## src/rtl/lif_param_sequencer_if.sv

```systemverilog
`default_nettype none
`timescale 1ns/1ps
// +--------------------------------------------------------------------------+
// | lif_param_sequencer_if : config handshake, serial load link and status     |
// | Rev 1.0                                                                    |
// +--------------------------------------------------------------------------+
interface lif_param_sequencer_if;
    logic       cfg_valid;
    logic       cfg_ready;
    logic [2:0] cfg_weight_a;
    logic [2:0] cfg_weight_b;
    logic [1:0] cfg_leak;
    logic [7:0] cfg_thr_min;
    logic [7:0] cfg_thr_max;
    logic       load_enable;
    logic       serial_data_out;
    logic       params_ready_in;
    logic       busy;
    logic       done;
    logic       error;
    logic [1:0] err_code;

    modport slave (
        input  cfg_valid, cfg_weight_a, cfg_weight_b, cfg_leak, cfg_thr_min, cfg_thr_max,
        input  params_ready_in,
        output cfg_ready, load_enable, serial_data_out, busy, done, error, err_code
    );

    modport master (
        output cfg_valid, cfg_weight_a, cfg_weight_b, cfg_leak, cfg_thr_min, cfg_thr_max,
        output params_ready_in,
        input  cfg_ready, load_enable, serial_data_out, busy, done, error, err_code
    );
endinterface
`default_nettype wire

```

## src/rtl/lif_param_sequencer.sv

```systemverilog
`default_nettype none
`timescale 1ns/1ps
// +--------------------------------------------------------------------------+
// | lif_param_sequencer : range-checks a LIF parameter set and shifts it out   |
// | as a 40-bit MSB-first frame. Optional macro: LIF_SEQ_TIMEOUT_EN            |
// | Rev 1.0                                                                    |
// +--------------------------------------------------------------------------+
module lif_param_sequencer #(
    parameter int LEAD_CYCLES    = 1,
    parameter int TIMEOUT_CYCLES = 16,
    parameter int TO_W           = 5
) (
    input  wire logic              clk,
    input  wire logic              reset_n,
    input  wire logic              enable,
    lif_param_sequencer_if.slave   bus
);

    localparam int LEAD_W = (LEAD_CYCLES > 1) ? $clog2(LEAD_CYCLES) : 1;

    typedef enum logic [2:0] {
        S_IDLE     = 3'd0,
        S_CHECK    = 3'd1,
        S_LEAD     = 3'd2,
        S_SHIFT    = 3'd3,
        S_WAIT_RDY = 3'd4,
        S_DONE     = 3'd5,
        S_ERR      = 3'd6
    } state_t;

    state_t              state_q, state_d;
    logic [39:0]         frame_q, frame_d;
    logic [5:0]          idx_q, idx_d;
    logic [LEAD_W-1:0]   lead_q, lead_d;
    logic                load_enable_q, load_enable_d;
    logic                sdo_q, sdo_d;
    logic                busy_q, busy_d;
    logic                done_q, done_d;
    logic                error_q, error_d;
    logic [1:0]          err_code_q, err_code_d;
    logic                cfg_ready_q, cfg_ready_d;
`ifdef LIF_SEQ_TIMEOUT_EN
    logic [TO_W-1:0]     to_cnt_q, to_cnt_d;
`else
    logic                unused_cfg;
    assign unused_cfg = ^{bus.params_ready_in, TO_W'(TIMEOUT_CYCLES)};
`endif

    // Outputs are computed from the next state so they change on the same edge as the state.
    always_comb begin
        state_d       = state_q;
        frame_d       = frame_q;
        idx_d         = idx_q;
        lead_d        = lead_q;
        load_enable_d = load_enable_q;
        sdo_d         = sdo_q;
        done_d        = 1'b0;
        error_d       = 1'b0;
        err_code_d    = err_code_q;
`ifdef LIF_SEQ_TIMEOUT_EN
        to_cnt_d      = to_cnt_q;
`endif
        case (state_q)
            S_IDLE: begin
                if (bus.cfg_valid) begin
                    state_d    = S_CHECK;
                    frame_d    = {5'b0, bus.cfg_weight_a, 5'b0, bus.cfg_weight_b,
                                  6'b0, bus.cfg_leak, bus.cfg_thr_min, bus.cfg_thr_max};
                    err_code_d = 2'b00;
                end
            end
            S_CHECK: begin
                if (frame_q[15:8] > frame_q[7:0]) begin
                    state_d    = S_ERR;
                    error_d    = 1'b1;
                    err_code_d = 2'b01;
                end else begin
                    state_d       = S_LEAD;
                    load_enable_d = 1'b1;
                    sdo_d         = 1'b0;
                    lead_d        = '0;
                end
            end
            S_LEAD: begin
                if (lead_q == LEAD_W'(LEAD_CYCLES - 1)) begin
                    state_d = S_SHIFT;
                    idx_d   = 6'd39;
                    sdo_d   = frame_q[39];
                end else begin
                    lead_d = lead_q + 1'b1;
                end
            end
            S_SHIFT: begin
                if (idx_q == 6'd0) begin
                    load_enable_d = 1'b0;
                    sdo_d         = 1'b0;
`ifdef LIF_SEQ_TIMEOUT_EN
                    state_d       = S_WAIT_RDY;
                    to_cnt_d      = '0;
`else
                    state_d       = S_DONE;
                    done_d        = 1'b1;
`endif
                end else begin
                    idx_d = idx_q - 6'd1;
                    sdo_d = frame_q[idx_q - 6'd1];
                end
            end
`ifdef LIF_SEQ_TIMEOUT_EN
            // A ready flag arriving on the final wait cycle still counts as success.
            S_WAIT_RDY: begin
                if (bus.params_ready_in) begin
                    state_d = S_DONE;
                    done_d  = 1'b1;
                end else if (to_cnt_q == TO_W'(TIMEOUT_CYCLES - 1)) begin
                    state_d    = S_ERR;
                    error_d    = 1'b1;
                    err_code_d = 2'b10;
                end else begin
                    to_cnt_d = to_cnt_q + 1'b1;
                end
            end
`endif
            S_DONE:  state_d = S_IDLE;
            S_ERR:   state_d = S_IDLE;
            default: state_d = S_IDLE;
        endcase
        busy_d      = (state_d != S_IDLE);
        cfg_ready_d = (state_d == S_IDLE);
    end

    always_ff @(posedge clk) begin
        if (!reset_n) begin
            state_q       <= S_IDLE;
            frame_q       <= '0;
            idx_q         <= '0;
            lead_q        <= '0;
            load_enable_q <= 1'b0;
            sdo_q         <= 1'b0;
            busy_q        <= 1'b0;
            done_q        <= 1'b0;
            error_q       <= 1'b0;
            err_code_q    <= 2'b00;
            cfg_ready_q   <= 1'b1;
`ifdef LIF_SEQ_TIMEOUT_EN
            to_cnt_q      <= '0;
`endif
        end else if (enable) begin
            state_q       <= state_d;
            frame_q       <= frame_d;
            idx_q         <= idx_d;
            lead_q        <= lead_d;
            load_enable_q <= load_enable_d;
            sdo_q         <= sdo_d;
            busy_q        <= busy_d;
            done_q        <= done_d;
            error_q       <= error_d;
            err_code_q    <= err_code_d;
            cfg_ready_q   <= cfg_ready_d;
`ifdef LIF_SEQ_TIMEOUT_EN
            to_cnt_q      <= to_cnt_d;
`endif
        end
    end

    assign bus.cfg_ready       = cfg_ready_q;
    assign bus.load_enable     = load_enable_q;
    assign bus.serial_data_out = sdo_q;
    assign bus.busy            = busy_q;
    assign bus.done            = done_q;
    assign bus.error           = error_q;
    assign bus.err_code        = err_code_q;

endmodule
`default_nettype wire
```

## src/flat_wrapper.sv

```systemverilog
// flat-port wrapper written by rule: the top's interface ports become plain ports
module lif_param_sequencer_flat 
#(
    parameter int LEAD_CYCLES    = 1,
    parameter int TIMEOUT_CYCLES = 16,
    parameter int TO_W           = 5
)
  (clk, reset_n, enable, bus_cfg_valid, bus_cfg_weight_a, bus_cfg_weight_b, bus_cfg_leak, bus_cfg_thr_min, bus_cfg_thr_max, bus_params_ready_in, bus_cfg_ready, bus_load_enable, bus_serial_data_out, bus_busy, bus_done, bus_error, bus_err_code);
  lif_param_sequencer_if bus_i ();
  input  wire logic clk;
  input  wire logic reset_n;
  input  wire logic enable;
  input wire logic [$bits(bus_i.cfg_valid)-1:0] bus_cfg_valid;
  input wire logic [$bits(bus_i.cfg_weight_a)-1:0] bus_cfg_weight_a;
  input wire logic [$bits(bus_i.cfg_weight_b)-1:0] bus_cfg_weight_b;
  input wire logic [$bits(bus_i.cfg_leak)-1:0] bus_cfg_leak;
  input wire logic [$bits(bus_i.cfg_thr_min)-1:0] bus_cfg_thr_min;
  input wire logic [$bits(bus_i.cfg_thr_max)-1:0] bus_cfg_thr_max;
  input wire logic [$bits(bus_i.params_ready_in)-1:0] bus_params_ready_in;
  output wire logic [$bits(bus_i.cfg_ready)-1:0] bus_cfg_ready;
  output wire logic [$bits(bus_i.load_enable)-1:0] bus_load_enable;
  output wire logic [$bits(bus_i.serial_data_out)-1:0] bus_serial_data_out;
  output wire logic [$bits(bus_i.busy)-1:0] bus_busy;
  output wire logic [$bits(bus_i.done)-1:0] bus_done;
  output wire logic [$bits(bus_i.error)-1:0] bus_error;
  output wire logic [$bits(bus_i.err_code)-1:0] bus_err_code;
  assign bus_i.cfg_valid = bus_cfg_valid;
  assign bus_i.cfg_weight_a = bus_cfg_weight_a;
  assign bus_i.cfg_weight_b = bus_cfg_weight_b;
  assign bus_i.cfg_leak = bus_cfg_leak;
  assign bus_i.cfg_thr_min = bus_cfg_thr_min;
  assign bus_i.cfg_thr_max = bus_cfg_thr_max;
  assign bus_i.params_ready_in = bus_params_ready_in;
  assign bus_cfg_ready = bus_i.cfg_ready;
  assign bus_load_enable = bus_i.load_enable;
  assign bus_serial_data_out = bus_i.serial_data_out;
  assign bus_busy = bus_i.busy;
  assign bus_done = bus_i.done;
  assign bus_error = bus_i.error;
  assign bus_err_code = bus_i.err_code;
  lif_param_sequencer #(.LEAD_CYCLES(LEAD_CYCLES), .TIMEOUT_CYCLES(TIMEOUT_CYCLES), .TO_W(TO_W)) u_core (.clk(clk), .reset_n(reset_n), .enable(enable), .bus(bus_i));
endmodule
```

## config.mk

```make
export PLATFORM = sky130hd
export DESIGN_NAME = lif_param_sequencer_flat
export DESIGN_NICKNAME = d
export VERILOG_FILES = /design/src/rtl/lif_param_sequencer_if.sv /design/src/rtl/lif_param_sequencer.sv /design/src/flat_wrapper.sv
export SDC_FILE = /design/constraint.sdc
export NUM_CORES = 1
export LEC_CHECK = 0
export CORE_MARGIN = 3
export CORE_UTILIZATION = 55
export CTS_BUF_LIST = sky130_fd_sc_hd__clkbuf_2
export DETAILED_ROUTE_END_ITERATION = 16
export HOLD_SLACK_MARGIN = 0.02
export PLACE_DENSITY = 0.83
export SLEW_MARGIN = 20
export SYNTH_ARGS = -nofsm -noshare
export SYNTH_HDL_FRONTEND = slang
export SYNTH_SLANG_ARGS = --single-unit
```

## constraint.sdc

```tcl
create_clock -name clk -period 6.4 [get_ports clk]
set_input_delay 0.64 -clock clk [delete_from_list [all_inputs] [get_ports clk]]
set_output_delay 0.64 -clock clk [all_outputs]
set_load 0.01 [all_outputs]
```

Yosys cells after proc, flatten, opt, wreduce, memory -nomap -nowiden
Cells that the tools add are included.
- add/subtract/negate cells: 2
- order comparisons: 2
- eq/ne operators: 9
- muxes and demuxes: 26
- reductions and logical operators: 15
- operators with widths (operator ; count):
    AND reduction 4 bit ; 4
    2-to-1 mux 3 bit ; 4
    2-to-1 mux 6 bit ; 2
    case mux 3 bit (4 select lines) ; 1
    case mux 6 bit (2 select lines) ; 1
    2-to-1 mux 1 bit ; 11
    greater-than comparator 8 bit ; 1
    != test 2 bit (second input constant) ; 4
    nonzero test 2 bit ; 4
    less-than comparator 6 x 7 -> 1 bit (second input constant) ; 1
    binary-select mux 1 bit (select 6 bit) ; 1
    equality test 3 x 2 -> 1 bit (second input constant) ; 2
    logical NOT 3 bit ; 2
    logical NOT 6 bit ; 1
    AND reduction 3 bit ; 2
    nonzero test 3 bit ; 2
    subtractor 6 x 1 -> 6 bit (second input constant) ; 1
    2-to-1 mux 2 bit ; 2
    != test 2 x 1 -> 1 bit (second input constant) ; 2
    case mux 1 bit (2 select lines) ; 2
    case mux 2 bit (2 select lines) ; 1
    equality test 3 x 1 -> 1 bit (second input constant) ; 1
    case mux 1 bit (3 select lines) ; 1
    adder 1 bit (second input constant) ; 1
- bits in registers: 42
- output and inout bits: 8
- logic and storage cells: 65

Depth between registers and ports, before layout
- depth after elaboration: 5
- mapped depth: 10

Least setup slack after synthesis
OpenSTA, ideal clock, no wires.
- kind: reg2reg
- start: register u_core.idx_q[0]
- end: register u_core.idx_q[3]
- arrival: 2.082 ns
- path slack: 4.191 ns
- cell stages (with the launch flop): 11
- clock period less this slack: 2.209 ns
- path through: dfxtp_1 > buf_2 > inv_1 > ha_1 > buf_6 > or3b_4 > or4_4 > nand3_4 > nor3_1 > a21oi_1 > nor2_1
- word-level cells in the longest chain between the ends: 3
- elaborated cells on any way between the ends: 6
- ends and longest elaborated chain (item ; RTL line ; RTL):
    start, declared ; lif_param_sequencer.sv:33 ; logic [5:0] idx_q, idx_d;
    start signal, assigned ; lif_param_sequencer.sv:151 ; idx_q <= idx_d;
    subtractor 6 x 1 -> 6 bit or logical NOT 6 bit (tied branches) ; lif_param_sequencer.sv:105, lif_param_sequencer.sv:94 ;
    2-to-1 mux 6 bit or != test 2 bit (tied branches) ; n/a ;
    case mux 6 bit (2 select lines) or AND reduction 4 bit (tied branches) ; n/a ;
Parallel ways exist; a longest one is shown, timed or not. The select of a mux whose other input is x is not followed.
A chain may end at the register's enable or synchronous reset.

Worst setup path after layout
Same ends and word-level chain as after synthesis.

==> run metrics <==
outcome completed; detailed-placement wirelength estimate between 3000 and 4000 um; Critical Setup Path Class flip-flop to flip-flop; Startpoint Class flip-flop; cts bufs inserted 5; vias 1802; slowest CP cell dfxtp_1; GR Util met3 0.0582; root buf cell clkbuf_2; Die Y just under 70 um; Synth warnings 0; CTS tree done; Area contributors post-synth dfxtp_1, nand2_1, a21oi_1; Critical path buffers and inverters 1; Fmax 394 MHz; max_slew headroom 0.360; CTS resizes 0; Synth Instances 263; drt pass-1 iters 4; VDD IR-drop max 0.121 mV; Post-synth EDFFs 0; Int Pwr 0.327 mW; PD cells between 150 and 200 nW/um^2; final hold violation count 0; Reg area approximately 800 um^2; RD Place Congestion approximately 0.89; Synth async-reset ratio 0; Seq/Total Area, Yosys 0.384; Routed Antenna Nets 0; DRT Wirelength ~4200 um; Avg Inst Size Synth between 7 and 8 um^2; M2 GR Usage 0.332; Port Buf Inserts 34; fin crit period between 2 and 3 ns; share of the synthesized area in the top cell type 0.384; largest net degree at the start of global routing 37; post-synth net total around 300; critical-path maximum fanout 12; Combinational Power Share 0.176; Worst-Skew Late Latency approximately 0.41 ns; R2R setup slack about 3.9 ns; most frequent cells in the layout nand2_1, dfxtp_1, a21oi_1, clkdlybuf4s50_1, inv_1; postcts setup bufs 0; top cell family by delay on the critical path simple AND/OR/NAND/NOR gates; IO Pins 37; maximum root-to-sink buffer count 2; clock power share 0.230; Worst Path Arrival 2.82 ns; clk_skew between 0.01 and 0.015 ns; worst r2r src u_core.idx_q[0]; footprint of the multi-input gates 1130 um^2; Fin Hold WS 0.467 ns; die outline area ~4600 um^2; Initial Util 0.597; hold path start u_core.frame_q[17]; Lkg Pwr about 0.86 nW; Layout fillers 296; post-synth cell types 43; HP Class flip-flop to flip-flop; Clock transition at path regs roughly 0.18 ns; vias per inst 5.41; Sw Share 0.279; Die W a little under 70 um; H-tree Lvls 2; RSZ-0062 raised after global routing no; Overall Global Routing Usage 0.209; Finished Core Util 0.697; commonest non-fill, non-tap cell in the layout nand2_1; busiest grt layer met2; hold worst-path end u_core.frame_q[17]; Power Total about 0.45 mW; Overflow after GRT 0; core footprint 3490 um^2; maxcap violations 0; ant diodes 0; Setup Viol. Count Final 0; synthesized area ~2100 um^2; Worst setup EP type flip-flop; CP Cell Sequence inv_1, ha_1, or3b_4, or4_4, nand3_4, nor3_1, a21oi_1, nor2_1; antenna violations before repair 0; sequential share of power 0.594; synthesis-to-layout area growth 16.7%; fin crit share 0.396; vias in the first global route between 1500 and 2000; Post-CTS Hold Fix Bufs 0; Slew Limit Fails 0; share of layout cells above drive strength 1 0.0627; 1st-iter DRT viols 149; top_reg_cell synth dfxtp_1; DR WL/cell ~13 um; residual DRC count 0; TritonCTS Sinks 40; met1 usage 0.267; dpl ws between 3 and 4 ns; RR Endpoint u_core.idx_q[3]; Std-Cell Rows 21; worst path required time ~6.7 ns; slowest stage delay, CP between 0.5 and 0.6 ns; first-pass GRT wire length 7200 um; Synth area leader dfxtp_1; cell depth of the worst flop-to-flop path 8; Worst Hold Depth 2; Final Worst Setup Slack ~3.9 ns; Worst Tran Pin Value 0.955 ns; switching power 0.126 mW; final setup TNS 0 ns; synthesized flop and latch total 40; fin nets ~330
[flip-flops by register name (all words and copies together) (netlist names)]
name,count
u_core.bus.load_enable,1
u_core.state_q,3
u_core.bus.err_code,1
u_core.bus.cfg_ready,1
u_core.frame_q,24
u_core.bus.serial_data_out,1
u_core.bus.error,1
u_core.bus.busy,1
u_core.idx_q,6
u_core.bus.done,1
[worst min-delay path, cell delays in order, from the launching register on]
cell     delay (ns)
dfxtp_1        0.35
nand2_1        0.05
a21oi_1        0.05
[power by group through the flow]
stage / Clock, mW / Sequential (mW) / Combinational (mW)
finish: 0.104 / 0.269 / 0.0799
global route: 0.115 / 0.271 / 0.0902
CTS: 0.107 / 0.269 / 0.0805
detailed placement: 0 / 0.274 / 0.0800
global placement: 0 / 0.274 / 0.0787
floorplan: 0 / 0.271 / 0.0536
[cell families after synthesis]
logic type      share of synthesized area
fa+ha+maj                          0.0540
xor+xnor                           0.0162
mux                                0.0779
other cells                       0.00180
simple gates                        0.230
compound gates                      0.162
flops                               0.384
buf+inv                            0.0743
[Yosys cell counts, types with 3 or more instances]
cell,number
ha_1,9
nand3b_1,3
nand3_1,3
mux4_2,4
mux2i_1,5
a21oi_1,35
o21ai_0,7
nor3_1,11
nor2b_1,3
nand2_1,57
inv_1,18
buf_2,7
a211oi_1,3
nor2_1,15
clkbuf_1,7
dfxtp_1,40
nor4_1,3
[routing by layer]
layer | vias to the layer above | share of wire
met3 | 6 | 0.056
li1 | 939 | -
met2 | 42 | 0.45
met5 | - | 0
met4 | 0 | 0.011
met1 | 815 | 0.48
[stage by stage]
stage	area, um^2	std cells
CTS	2440	333
global route	2440	333
global placement	2400	326
finish	2440	333
floorplan	2090	263
detailed placement	2400	326
[cell type report]
type	count	area share
clock inverters	1	0.00205
clock buffers	6	0.0123
flip-flops and latches	40	0.329
inverters	19	0.0293
well taps	46	0.0236
multi-input cells	187	0.464
repair buffers	34	0.140
[worst max-delay path by stage]
stage,slack [ns],startpoint,cells after the start,end
6_report,3.86,u_core.idx_q[0],8,u_core.idx_q[3]
2_1_floorplan,4.19,u_core.idx_q[0],10,u_core.idx_q[3]
5_1_grt,3.63,u_core.idx_q[0],7,u_core.bus.serial_data_out
4_1_cts,3.86,u_core.idx_q[0],7,u_core.bus.serial_data_out
3_3_place_gp,3.48,enable,6,u_core.frame_q[16]
3_5_place_dp,3.48,enable,6,u_core.frame_q[14]
No activity file was read; power rests on OpenSTA's default activity.
